--- config.mk ---
export PLATFORM = sky130hd
export DESIGN_NAME = temp_sample_scheduler_flat
export DESIGN_NICKNAME = d
export VERILOG_FILES = /design/src/rtl/temp_sample_scheduler_if.sv /design/src/rtl/temp_sample_scheduler.sv /design/src/flat_wrapper.sv
export SDC_FILE = /design/constraint.sdc
export NUM_CORES = 1
export LEC_CHECK = 0
export BUFFER_PORTS_ARGS = -buffer_cell sky130_fd_sc_hd__buf_2
export CORE_MARGIN = 2
export CORE_UTILIZATION = 35
export DETAILED_ROUTE_END_ITERATION = 12
export PLACE_DENSITY = 0.51
export SETUP_SLACK_MARGIN = 0.2
export SLEW_MARGIN = 15
export SYNTH_ARGS = -nofsm -noshare
export SYNTH_HDL_FRONTEND = slang
export SYNTH_SLANG_ARGS = --single-unit
--- constraint.sdc ---
create_clock -name clk -period 4.7 [get_ports clk]
set_clock_uncertainty 0.15 [all_clocks]
set_input_delay 0.235 -clock clk [delete_from_list [all_inputs] [get_ports clk]]
set_output_delay 0.235 -clock clk [all_outputs]
set_load 0.1 [all_outputs]
--- src/rtl/temp_sample_scheduler_if.sv ---
// Register-bus handshake between a host and the temperature sample scheduler.
// One request per access; ready pulses once, read data valid only with ready.
`timescale 1ns/1ps
interface temp_sample_scheduler_if;
   logic        req_i;
   logic        we_i;
   logic [4:0]  addr_i;
   logic [31:0] wdata_i;
   logic [31:0] rdata_o;
   logic        ready_o;

   modport master (output req_i, we_i, addr_i, wdata_i, input rdata_o, ready_o);
   modport slave  (input req_i, we_i, addr_i, wdata_i, output rdata_o, ready_o);
endinterface

--- src/rtl/temp_sample_scheduler.sv ---
// Periodic / one-shot temperature conversion scheduler with LAST/AVG/alarm registers.
// Bus ack one cycle after req rises; no backpressure, merged requests collapse to one pending conversion.
`timescale 1ns/1ps
module temp_sample_scheduler #(
   parameter int PRESC         = 10000,
   parameter int TIMEOUT_TICKS = 50
) (
   input  logic                   clk,
   input  logic                   resetn,
   temp_sample_scheduler_if.slave bus,
   output logic                   sens_start_o,
   input  logic                   sens_valid_i,
   input  logic [15:0]            sens_temp_i,
   input  logic                   sens_err_i,
   output logic                   irq_o
);
   localparam int PW = (PRESC > 1) ? $clog2(PRESC) : 1;
   localparam int TW = (TIMEOUT_TICKS > 1) ? $clog2(TIMEOUT_TICKS) : 1;
   localparam logic [PW-1:0] PRESC_LAST = PW'(PRESC - 1);
   localparam logic [TW-1:0] WAIT_LAST  = TW'(TIMEOUT_TICKS - 1);

   typedef enum logic [1:0] {IDLE, START, WAIT, UPDATE} state_t;
   state_t state;

   logic [PW-1:0]      presc_cnt;
   logic               tick;
   logic [15:0]        per_cnt;
   logic [15:0]        period;
   logic [15:0]        per_max;
   logic               per_req;
   logic [TW-1:0]      wait_cnt;
   logic               wait_expire;
   logic               req_d;
   logic               acc;
   logic               wr;
   logic               oneshot_wr;
   logic [2:0]         widx;
   logic [2:0]         w1c;
   logic               auto_en;
   logic               irq_en;
   logic               st_err;
   logic               st_alarm;
   logic               st_new;
   logic               busy;
   logic               set_err;
   logic               set_alarm;
   logic               set_new;
   logic signed [15:0] hi;
   logic signed [15:0] lo;
   logic signed [15:0] samp;
   logic signed [15:0] last;
   logic signed [15:0] avg;
   logic signed [15:0] hist [4];
   logic signed [17:0] sum;
   logic               first;
   logic               pending;
   logic [31:0]        rd_mux;
   logic               unused_bits;

   function automatic logic signed [17:0] sx(input logic signed [15:0] v);
      return {{2{v[15]}}, v};
   endfunction

   assign widx        = bus.addr_i[4:2];
   assign acc         = bus.req_i & ~req_d;
   assign wr          = acc & bus.we_i;
   assign oneshot_wr  = wr && (widx == 3'd0) && bus.wdata_i[1];
   assign w1c         = (wr && widx == 3'd1) ? bus.wdata_i[3:1] : 3'b000;
   assign unused_bits = ^{bus.addr_i[1:0], bus.wdata_i[31:16]};

   assign tick    = (presc_cnt == PRESC_LAST);
   assign per_max = (period == 16'd0) ? 16'd1 : period;
   assign per_req = auto_en & tick & ((per_cnt + 16'd1) >= per_max);
   assign busy    = (state != IDLE);

   assign wait_expire = tick && (wait_cnt == WAIT_LAST);
   assign set_err     = (state == WAIT) && !sens_valid_i && (sens_err_i || wait_expire);
   assign set_new     = (state == UPDATE);
   assign set_alarm   = (state == UPDATE) && ((samp > hi) || (samp < lo));

   // AVG is the 18-bit signed history sum shifted right arithmetically by two.
   assign sum = sx(hist[0]) + sx(hist[1]) + sx(hist[2]) + sx(hist[3]);
   assign avg = sum[17:2];

   always_comb begin
      rd_mux = '0;
      case (widx)
         3'd0:    rd_mux = {29'd0, irq_en, 1'b0, auto_en};
         3'd1:    rd_mux = {28'd0, st_err, st_alarm, st_new, busy};
         3'd2:    rd_mux = {16'd0, period};
         3'd3:    rd_mux = {16'd0, last};
         3'd4:    rd_mux = {16'd0, avg};
         3'd5:    rd_mux = {16'd0, hi};
         3'd6:    rd_mux = {16'd0, lo};
         default: rd_mux = '0;
      endcase
   end

   always_ff @(posedge clk or negedge resetn) begin
      if (!resetn) begin
         req_d       <= 1'b0;
         bus.ready_o <= 1'b0;
         bus.rdata_o <= '0;
         auto_en     <= 1'b0;
         irq_en      <= 1'b0;
         period      <= 16'h03E8;
         hi          <= 16'sh7FFF;
         lo          <= 16'sh8000;
         st_err      <= 1'b0;
         st_alarm    <= 1'b0;
         st_new      <= 1'b0;
         irq_o       <= 1'b0;
      end else begin
         req_d       <= bus.req_i;
         bus.ready_o <= acc;
         bus.rdata_o <= (acc && !bus.we_i) ? rd_mux : '0;
         if (wr) begin
            case (widx)
               3'd0: begin
                  auto_en <= bus.wdata_i[0];
                  irq_en  <= bus.wdata_i[2];
               end
               3'd2:    period <= bus.wdata_i[15:0];
               3'd5:    hi     <= bus.wdata_i[15:0];
               3'd6:    lo     <= bus.wdata_i[15:0];
               default: ;
            endcase
         end
         // Hardware set has priority over a same-cycle write-1-to-clear.
         st_err   <= (st_err   & ~w1c[2]) | set_err;
         st_alarm <= (st_alarm & ~w1c[1]) | set_alarm;
         st_new   <= (st_new   & ~w1c[0]) | set_new;
         irq_o    <= irq_en & (st_alarm | st_err);
      end
   end

   always_ff @(posedge clk or negedge resetn) begin
      if (!resetn) begin
         presc_cnt <= '0;
         per_cnt   <= '0;
      end else begin
         presc_cnt <= tick ? '0 : presc_cnt + PW'(1);
         if (!auto_en)
            per_cnt <= '0;
         else if (tick)
            per_cnt <= per_req ? 16'd0 : per_cnt + 16'd1;
      end
   end

   always_ff @(posedge clk or negedge resetn) begin
      if (!resetn) begin
         state        <= IDLE;
         sens_start_o <= 1'b0;
         wait_cnt     <= '0;
         samp         <= '0;
         last         <= '0;
         first        <= 1'b1;
         pending      <= 1'b0;
         for (int i = 0; i < 4; i++) hist[i] <= '0;
      end else begin
         sens_start_o <= 1'b0;
         if (per_req || oneshot_wr)
            pending <= 1'b1;
         else if (state == START)
            pending <= 1'b0;
         case (state)
            IDLE: begin
               if (pending) begin
                  state        <= START;
                  sens_start_o <= 1'b1;
               end
            end
            START: begin
               wait_cnt <= '0;
               state    <= WAIT;
            end
            WAIT: begin
               if (sens_valid_i) begin
                  samp  <= sens_temp_i;
                  state <= UPDATE;
               end else if (sens_err_i || wait_expire) begin
                  state <= IDLE;
               end else if (tick) begin
                  wait_cnt <= wait_cnt + TW'(1);
               end
            end
            UPDATE: begin
               last    <= samp;
               hist[0] <= samp;
               hist[1] <= first ? samp : hist[0];
               hist[2] <= first ? samp : hist[1];
               hist[3] <= first ? samp : hist[2];
               first   <= 1'b0;
               state   <= IDLE;
            end
            default: state <= IDLE;
         endcase
      end
   end
endmodule

--- src/flat_wrapper.sv ---
// flat-port wrapper written by rule: the top's interface ports become plain ports
module temp_sample_scheduler_flat 
#(
   parameter int PRESC         = 10000,
   parameter int TIMEOUT_TICKS = 50
)
  (clk, resetn, sens_start_o, sens_valid_i, sens_temp_i, sens_err_i, irq_o, bus_req_i, bus_we_i, bus_addr_i, bus_wdata_i, bus_rdata_o, bus_ready_o);
  temp_sample_scheduler_if bus_i ();
  input  logic clk;
  input  logic resetn;
  output logic sens_start_o;
  input  logic sens_valid_i;
  input  logic [15:0] sens_temp_i;
  input  logic sens_err_i;
  output logic irq_o;
  input wire logic [$bits(bus_i.req_i)-1:0] bus_req_i;
  input wire logic [$bits(bus_i.we_i)-1:0] bus_we_i;
  input wire logic [$bits(bus_i.addr_i)-1:0] bus_addr_i;
  input wire logic [$bits(bus_i.wdata_i)-1:0] bus_wdata_i;
  output wire logic [$bits(bus_i.rdata_o)-1:0] bus_rdata_o;
  output wire logic [$bits(bus_i.ready_o)-1:0] bus_ready_o;
  assign bus_i.req_i = bus_req_i;
  assign bus_i.we_i = bus_we_i;
  assign bus_i.addr_i = bus_addr_i;
  assign bus_i.wdata_i = bus_wdata_i;
  assign bus_rdata_o = bus_i.rdata_o;
  assign bus_ready_o = bus_i.ready_o;
  temp_sample_scheduler #(.PRESC(PRESC), .TIMEOUT_TICKS(TIMEOUT_TICKS)) u_core (.clk(clk), .resetn(resetn), .bus(bus_i), .sens_start_o(sens_start_o), .sens_valid_i(sens_valid_i), .sens_temp_i(sens_temp_i), .sens_err_i(sens_err_i), .irq_o(irq_o));
endmodule
-- Word level (Yosys, flattened, before mapping)
Index checks and enable logic that the tools add are counted.
- $add $sub $neg: 6
- multipliers: 0
- div/mod/pow operators: 0
- $lt $le $gt $ge: 3
- equal/unequal tests: 17
- shifts and indexed selects: 0
- muxes and demuxes: 23
- bitwise logic cells: 16
- reduce and logical (&&, ||, !) cells: 26
- operator list (operator ; number):
    two-way mux 16 bit ; 8
    one-hot mux 16 bit (7 select lines) ; 1
    adder 17 x 16 -> 18 bit ; 1
    adder 18 x 16 -> 18 bit ; 1
    two-way mux 6 bit ; 3
    adder 16 x 16 -> 17 bit ; 1
    adder 16 x 1 -> 16 bit (second input constant) ; 1
    >= comparator 16 bit ; 1
    greater-than comparator 16 bit ; 1
    logical NOT 16 bit ; 1
    less-than comparator 16 bit ; 1
    adder 14 x 1 -> 14 bit (second input constant) ; 1
    == test 14 bit (second input constant) ; 1
    two-way mux 14 bit ; 1
    one-hot mux 6 bit (2 select lines) ; 1
    AND reduction 2 bit ; 6
    == test 3 bit (second input constant) ; 3
    bitwise AND 1 bit ; 8
    logical AND 1 bit ; 8
    one-hot mux 2 bit (4 select lines) ; 1
    adder 6 x 1 -> 6 bit (second input constant) ; 1
    == test 3 x 2 -> 1 bit (second input constant) ; 2
    == test 6 bit (second input constant) ; 1
    two-way mux 2 bit ; 3
    16 further kinds ; 34
- bits in registers: 209
- bits in latches: 0
- memory bits (writable): 0
- memory bits (read-only): 0
- input bits: 59
- word-level logic and storage cells: 115
- memories: 0

-- Longest topological paths before layout
- depth in word-level cells: 8
- depth in mapped cells: 16

-- Worst setup path before layout
No wires, ideal clock.
- path type: register to register
- start point: reg u_core.hist[1] (netlist bit)
- end point: reg u_core.bus.rdata_o[15]
- setup time: 141 ps
- data arrival time: 3207 ps
- setup slack: 1202 ps
- stages on the path, launching flop included: 13
- clock period less this slack: 3498 ps
- cell sequence: dfrtp_1 -> inv_1 -> fa_1 -> fa_1 -> or3b_2 -> fa_1 -> nor2b_1 -> o31a_1 -> o41ai_2 -> o21ai_0 -> o22ai_1 -> xnor2_1 -> o22ai_1
- cells in the longest elaborated chain, start to end: 3
- ends and longest elaborated chain (what ; RTL line ; source):
    from (decl) ; temp_sample_scheduler.sv:53 ; logic signed [15:0] hist [4];
    adder 18 x 16 -> 18 bit ; temp_sample_scheduler.sv:82 ; assign sum = sx(hist[0]) + sx(hist[1]) + sx(hist[2]) + sx(hist[3]);
    one-hot mux 16 bit (7 select lines) ; temp_sample_scheduler.sv:87 ; case (widx)
    two-way mux 16 bit ; temp_sample_scheduler.sv:116 ; bus.rdata_o <= (acc && !bus.we_i) ? rd_mux : '0;
    to (signal assigned) ; temp_sample_scheduler.sv:116 ;
    to (decl) ; temp_sample_scheduler_if.sv:13 ; modport slave (input req_i, we_i, addr_i, wdata_i, output rdata_o, ready_o);
No other way between the ends.
A chain may end at the register's enable or synchronous reset.

-- Final worst setup path
- start point: reg u_core.per_cnt[0]
- end point: reg u_core.per_cnt[2]
- cells in the longest elaborated chain, start to end: 6
- ends and longest elaborated chain (what ; RTL line ; source):
    from (decl) ; temp_sample_scheduler.sv:27 ; logic [15:0] per_cnt;
    from (signal assigned) ; temp_sample_scheduler.sv:146 ; per_cnt <= per_req ? 16'd0 : per_cnt + 16'd1;
    adder 16 x 1 -> 16 bit * ; temp_sample_scheduler.sv:73, temp_sample_scheduler.sv:146 ;
    >= comparator 16 bit ; temp_sample_scheduler.sv:73 ; assign per_req = auto_en & tick & ((per_cnt + 16'd1) >= per_max);
    bitwise AND 1 bit ; temp_sample_scheduler.sv:73 ;
    two-way mux 16 bit * ; temp_sample_scheduler.sv:146 ;
    two-way mux 16 bit * ; temp_sample_scheduler.sv:145 ; else if (tick)
    two-way mux 16 bit * ; temp_sample_scheduler.sv:143 ; if (!auto_en)
Mark *: on every way between the ends. The rest lies on a longest branch, timed or not. The select of a mux whose other input is x is not followed.

==> results.md <==
- R2R Setup Slk: 0.78 ns
- Slew Limit Fails: 0
- Switching part of the total power: 42.7%
- Area of placed instances: 12400 um2
- Placeable Area: 32600 um2
- Die W: 186 um
- CP arrival: 4.12 ns
- Fillers: 3280
- Gate count of the mapped netlist: 1211
- R2r endpoint: u_core.per_cnt[2]
- Final setup viols: 0
- Fin crit share: 83.3%
- Worst slew pin tran: 1.17 ns
- Worst-path fanout max: 8
- Synthesis Warnings: 0
- Initial Utilization: 35.6%
- CTS Root Cell: clkbuf_16
- CTS tree: built
- Multi-input logic area: 5970 um2
- P_sw: 3.65 mW
- VDD IR max: 0.000359 V
- Die height: 186 um
- Min-delay src: sens_err_i
- Async S/R FF share, synth: 100%
- Post-CTS Setup Bufs: 0
- Sequential area share after synthesis: 41.8%
- Total GRT Usage: 17.2%
- Final hold violations: 0
- CTS buffer count: 17
- Ys flop type: dfrtp_1
- Port Buf Inserts: 59
- GPL Wtd Cong: 0.807
- FF+latch area: 4860 um2
- RR Startpoint: u_core.per_cnt[0]
- Post-layout min period: 3.92 ns
- Ports: 94
- Max_cap viols: 0
- Min-delay worst type: input pin to flop
- Pwr dens: 642 nW/um2
- Post-synth EDFFs: 0
- H-tree depth: 4
- Wirelength per Cell: 16.1 um
- Worst R2R Path Depth: 16
- Hold Path Stages: 4
- Sinks on Clock Net: 193
- Most frequent cells in the layout: dfrtp_1, nand2_1, inv_1
- Vias in the first global route: 8548
- Pre-CTS setup slack: 0.759 ns
- ANT nets after route: 0
- Longest Clk Path Bufs: 2
- Critical setup path kind: flop to flop
- Post-Synthesis Cell Area: 11600 um2
- Routed vias/inst: 4.93
- Largest net degree at the start of global routing: 120
- Synth unique cells: 63
- Number of diodes: 0
- Largest area contributor in the netlist: dfrtp_1
- Part of the power in the clock network: 17.5%
- Status: finished clean
- Post-DP HPWL: 20.4 mm
- Commonest non-fill, non-tap cell in the layout: dfrtp_1
- Max Fclk: 255 MHz
- Seq pwr share: 31.0%
- DR vias: 8607
- Layout cell share with drive strength beyond 1: 14.9%
- Grt ovf: 0
- Relative slew slack: 21.6%
- # DRC: 0
- Worst-path clk slew: 0.08 ns
- Final Non-Filler Cells: 1745
- Yosys reg bits: 193
- Syn-to-layout area delta: 14.3%
- Syn avg cell area: 9.60 um2
- Crit start category: flop
- Worst-Skew Late Latency: 0.45 ns
- RSZ-0062 raised after global routing: false
- Nets@finish: 1448
- WP data required: 4.91 ns
- Lkg Pwr: 6.08 nW
- Drt total wl: 28.1 mm
- Setup WS post-layout: 0.784 ns
- Dpl cells: 1678
- Initial antenna violation count: 0
- Number of DRC markers in iteration 0: 535
- Synth top area cells: dfrtp_1, ha_1, fa_1, dfstp_2, mux2_2
- CP endpoint kind: flop
- Global-route wire length before repair: 45.8 mm
- First-pass DRT Iterations: 5
- Top cell type's share of synthesized area: 36.6%
- DIE AREA: 34700 um2
- Tot Pwr: 8.54 mW
- Combinational share of power: 51.5%
- Pint: 4.89 mW
- Final TNS setup: 0 ns
- Post-route design area: 13300 um2
- Hold Path Sink: u_core.state[1]
- Row Count: 66
[per-stage QoR]
stage          util [%]  hold WS [ns]
6_report           40.8        0.0814
5_1_grt            40.8        0.0951
4_1_cts            40.7        0.0645
3_5_place_dp       37.9         0.214
3_3_place_gp       37.9         0.207
2_1_floorplan         -        -0.211
[routing by layer]
layer  vias up  wire, um  GRT usage, %
met3        17       858          2.78
li1       4225         -             -
met1      4233     13700          23.8
met5         -         0             0
met2       132     13200          28.3
met4         0       286          4.03
[synthesized netlist by cell type, types with 4 or more instances]
master,n
and3_1,11
a22oi_1,21
dfstp_2,23
nor4_1,5
nand2_1,155
mux2_2,53
a21oi_1,38
dfrtp_1,170
xor2_1,16
a31oi_1,7
nand4_1,15
o22ai_1,12
a21o_1,8
o211ai_1,6
o21a_1,4
fa_1,33
a22o_1,15
nand2b_1,11
o21ai_0,118
xnor2_1,22
ha_1,66
clkbuf_1,40
inv_1,151
nand3_1,20
nor2b_1,12
nor3_1,8
buf_4,16
mux2i_1,50
or3_1,6
nor2_1,52
[worst max-delay path, cell delays in order, from the launching register on]
cell and delay (ns):
dfrtp_1 0.45, ha_1 0.26, nand3_1 0.13, inv_1 0.09, nand3_1 0.17, nor2_2 0.27, and3_1 0.21, xor2_1 0.23
ha_1 0.27, nand2_1 0.08, o21ai_0 0.12, a2111oi_0 0.41, nand3_1 0.15, o21ai_1 0.12, buf_4 0.17, nand3_1 0.28
o21ai_0 0.27
[cells by family (layout without fill, tap and decap cells)]
kind of cell / after synthesis / in the layout / share of synthesized area [%]
other cells: 1 / 16 / 0.0323
mux: 104 / 104 / 9.63
buf+inv: 214 / 291 / 7.52
simple gates: 311 / 311 / 12.4
xor+xnor: 38 / 38 / 2.86
flops: 193 / 193 / 41.8
compound gates: 251 / 251 / 13.0
fa+ha+maj: 99 / 99 / 12.8
[worst max-delay path by stage]
stage | from | endpoint | slack (ns)
2_1_floorplan | u_core.hist[1] | u_core.bus.rdata_o[15] | 1.20
3_3_place_gp | u_core.per_cnt[0] | u_core.per_cnt[6] | 0.79
3_5_place_dp | u_core.per_cnt[0] | u_core.per_cnt[15] | 0.76
4_1_cts | u_core.per_cnt[0] | u_core.per_cnt[13] | 0.71
5_1_grt | u_core.per_cnt[0] | u_core.per_cnt[13] | 0.25
6_report | u_core.per_cnt[0] | u_core.per_cnt[2] | 0.78
[registers in the layout, indices dropped and copies added, names as in the netlist, 6 cells and up]
name	cells
u_core.lo	16
u_core.period	16
u_core.bus.rdata_o	16
u_core.per_cnt	16
u_core.samp	16
u_core.hist	48
u_core.presc_cnt	14
u_core.hi	16
u_core.wait_cnt	6
u_core.last	16
[timing repair]
action / 4_1_cts / 5_1_grt
endpoints found under the hold margin: 180 / 0
gates resized for setup: 0 / 1
hold buffers: 35 / 0
setup endpoints to repair: 0 / 2
[layout make-up]
| class | instances | area share, % |
|---|---|---|
| multi-input cells | 819 | 44.9 |
| repair buffers | 108 | 5.71 |
| clock inverters | 14 | 1.18 |
| inverters | 151 | 4.26 |
| clock buffers | 18 | 3.23 |
| well taps | 442 | 4.16 |
| flip-flops and latches | 193 | 36.5 |
[power by group through the flow]
stage / Clock, mW / Combinational, mW / Sequential (mW)
after floorplan: 0 / 3.46 / 2.58
after CTS: 1.54 / 4.46 / 2.66
after global placement: 0 / 4.36 / 2.68
final: 1.49 / 4.40 / 2.64
after global routing: 1.59 / 5.06 / 2.72
after detailed placement: 0 / 4.41 / 2.68
Note: power is estimated with default switching activity, not from simulation.
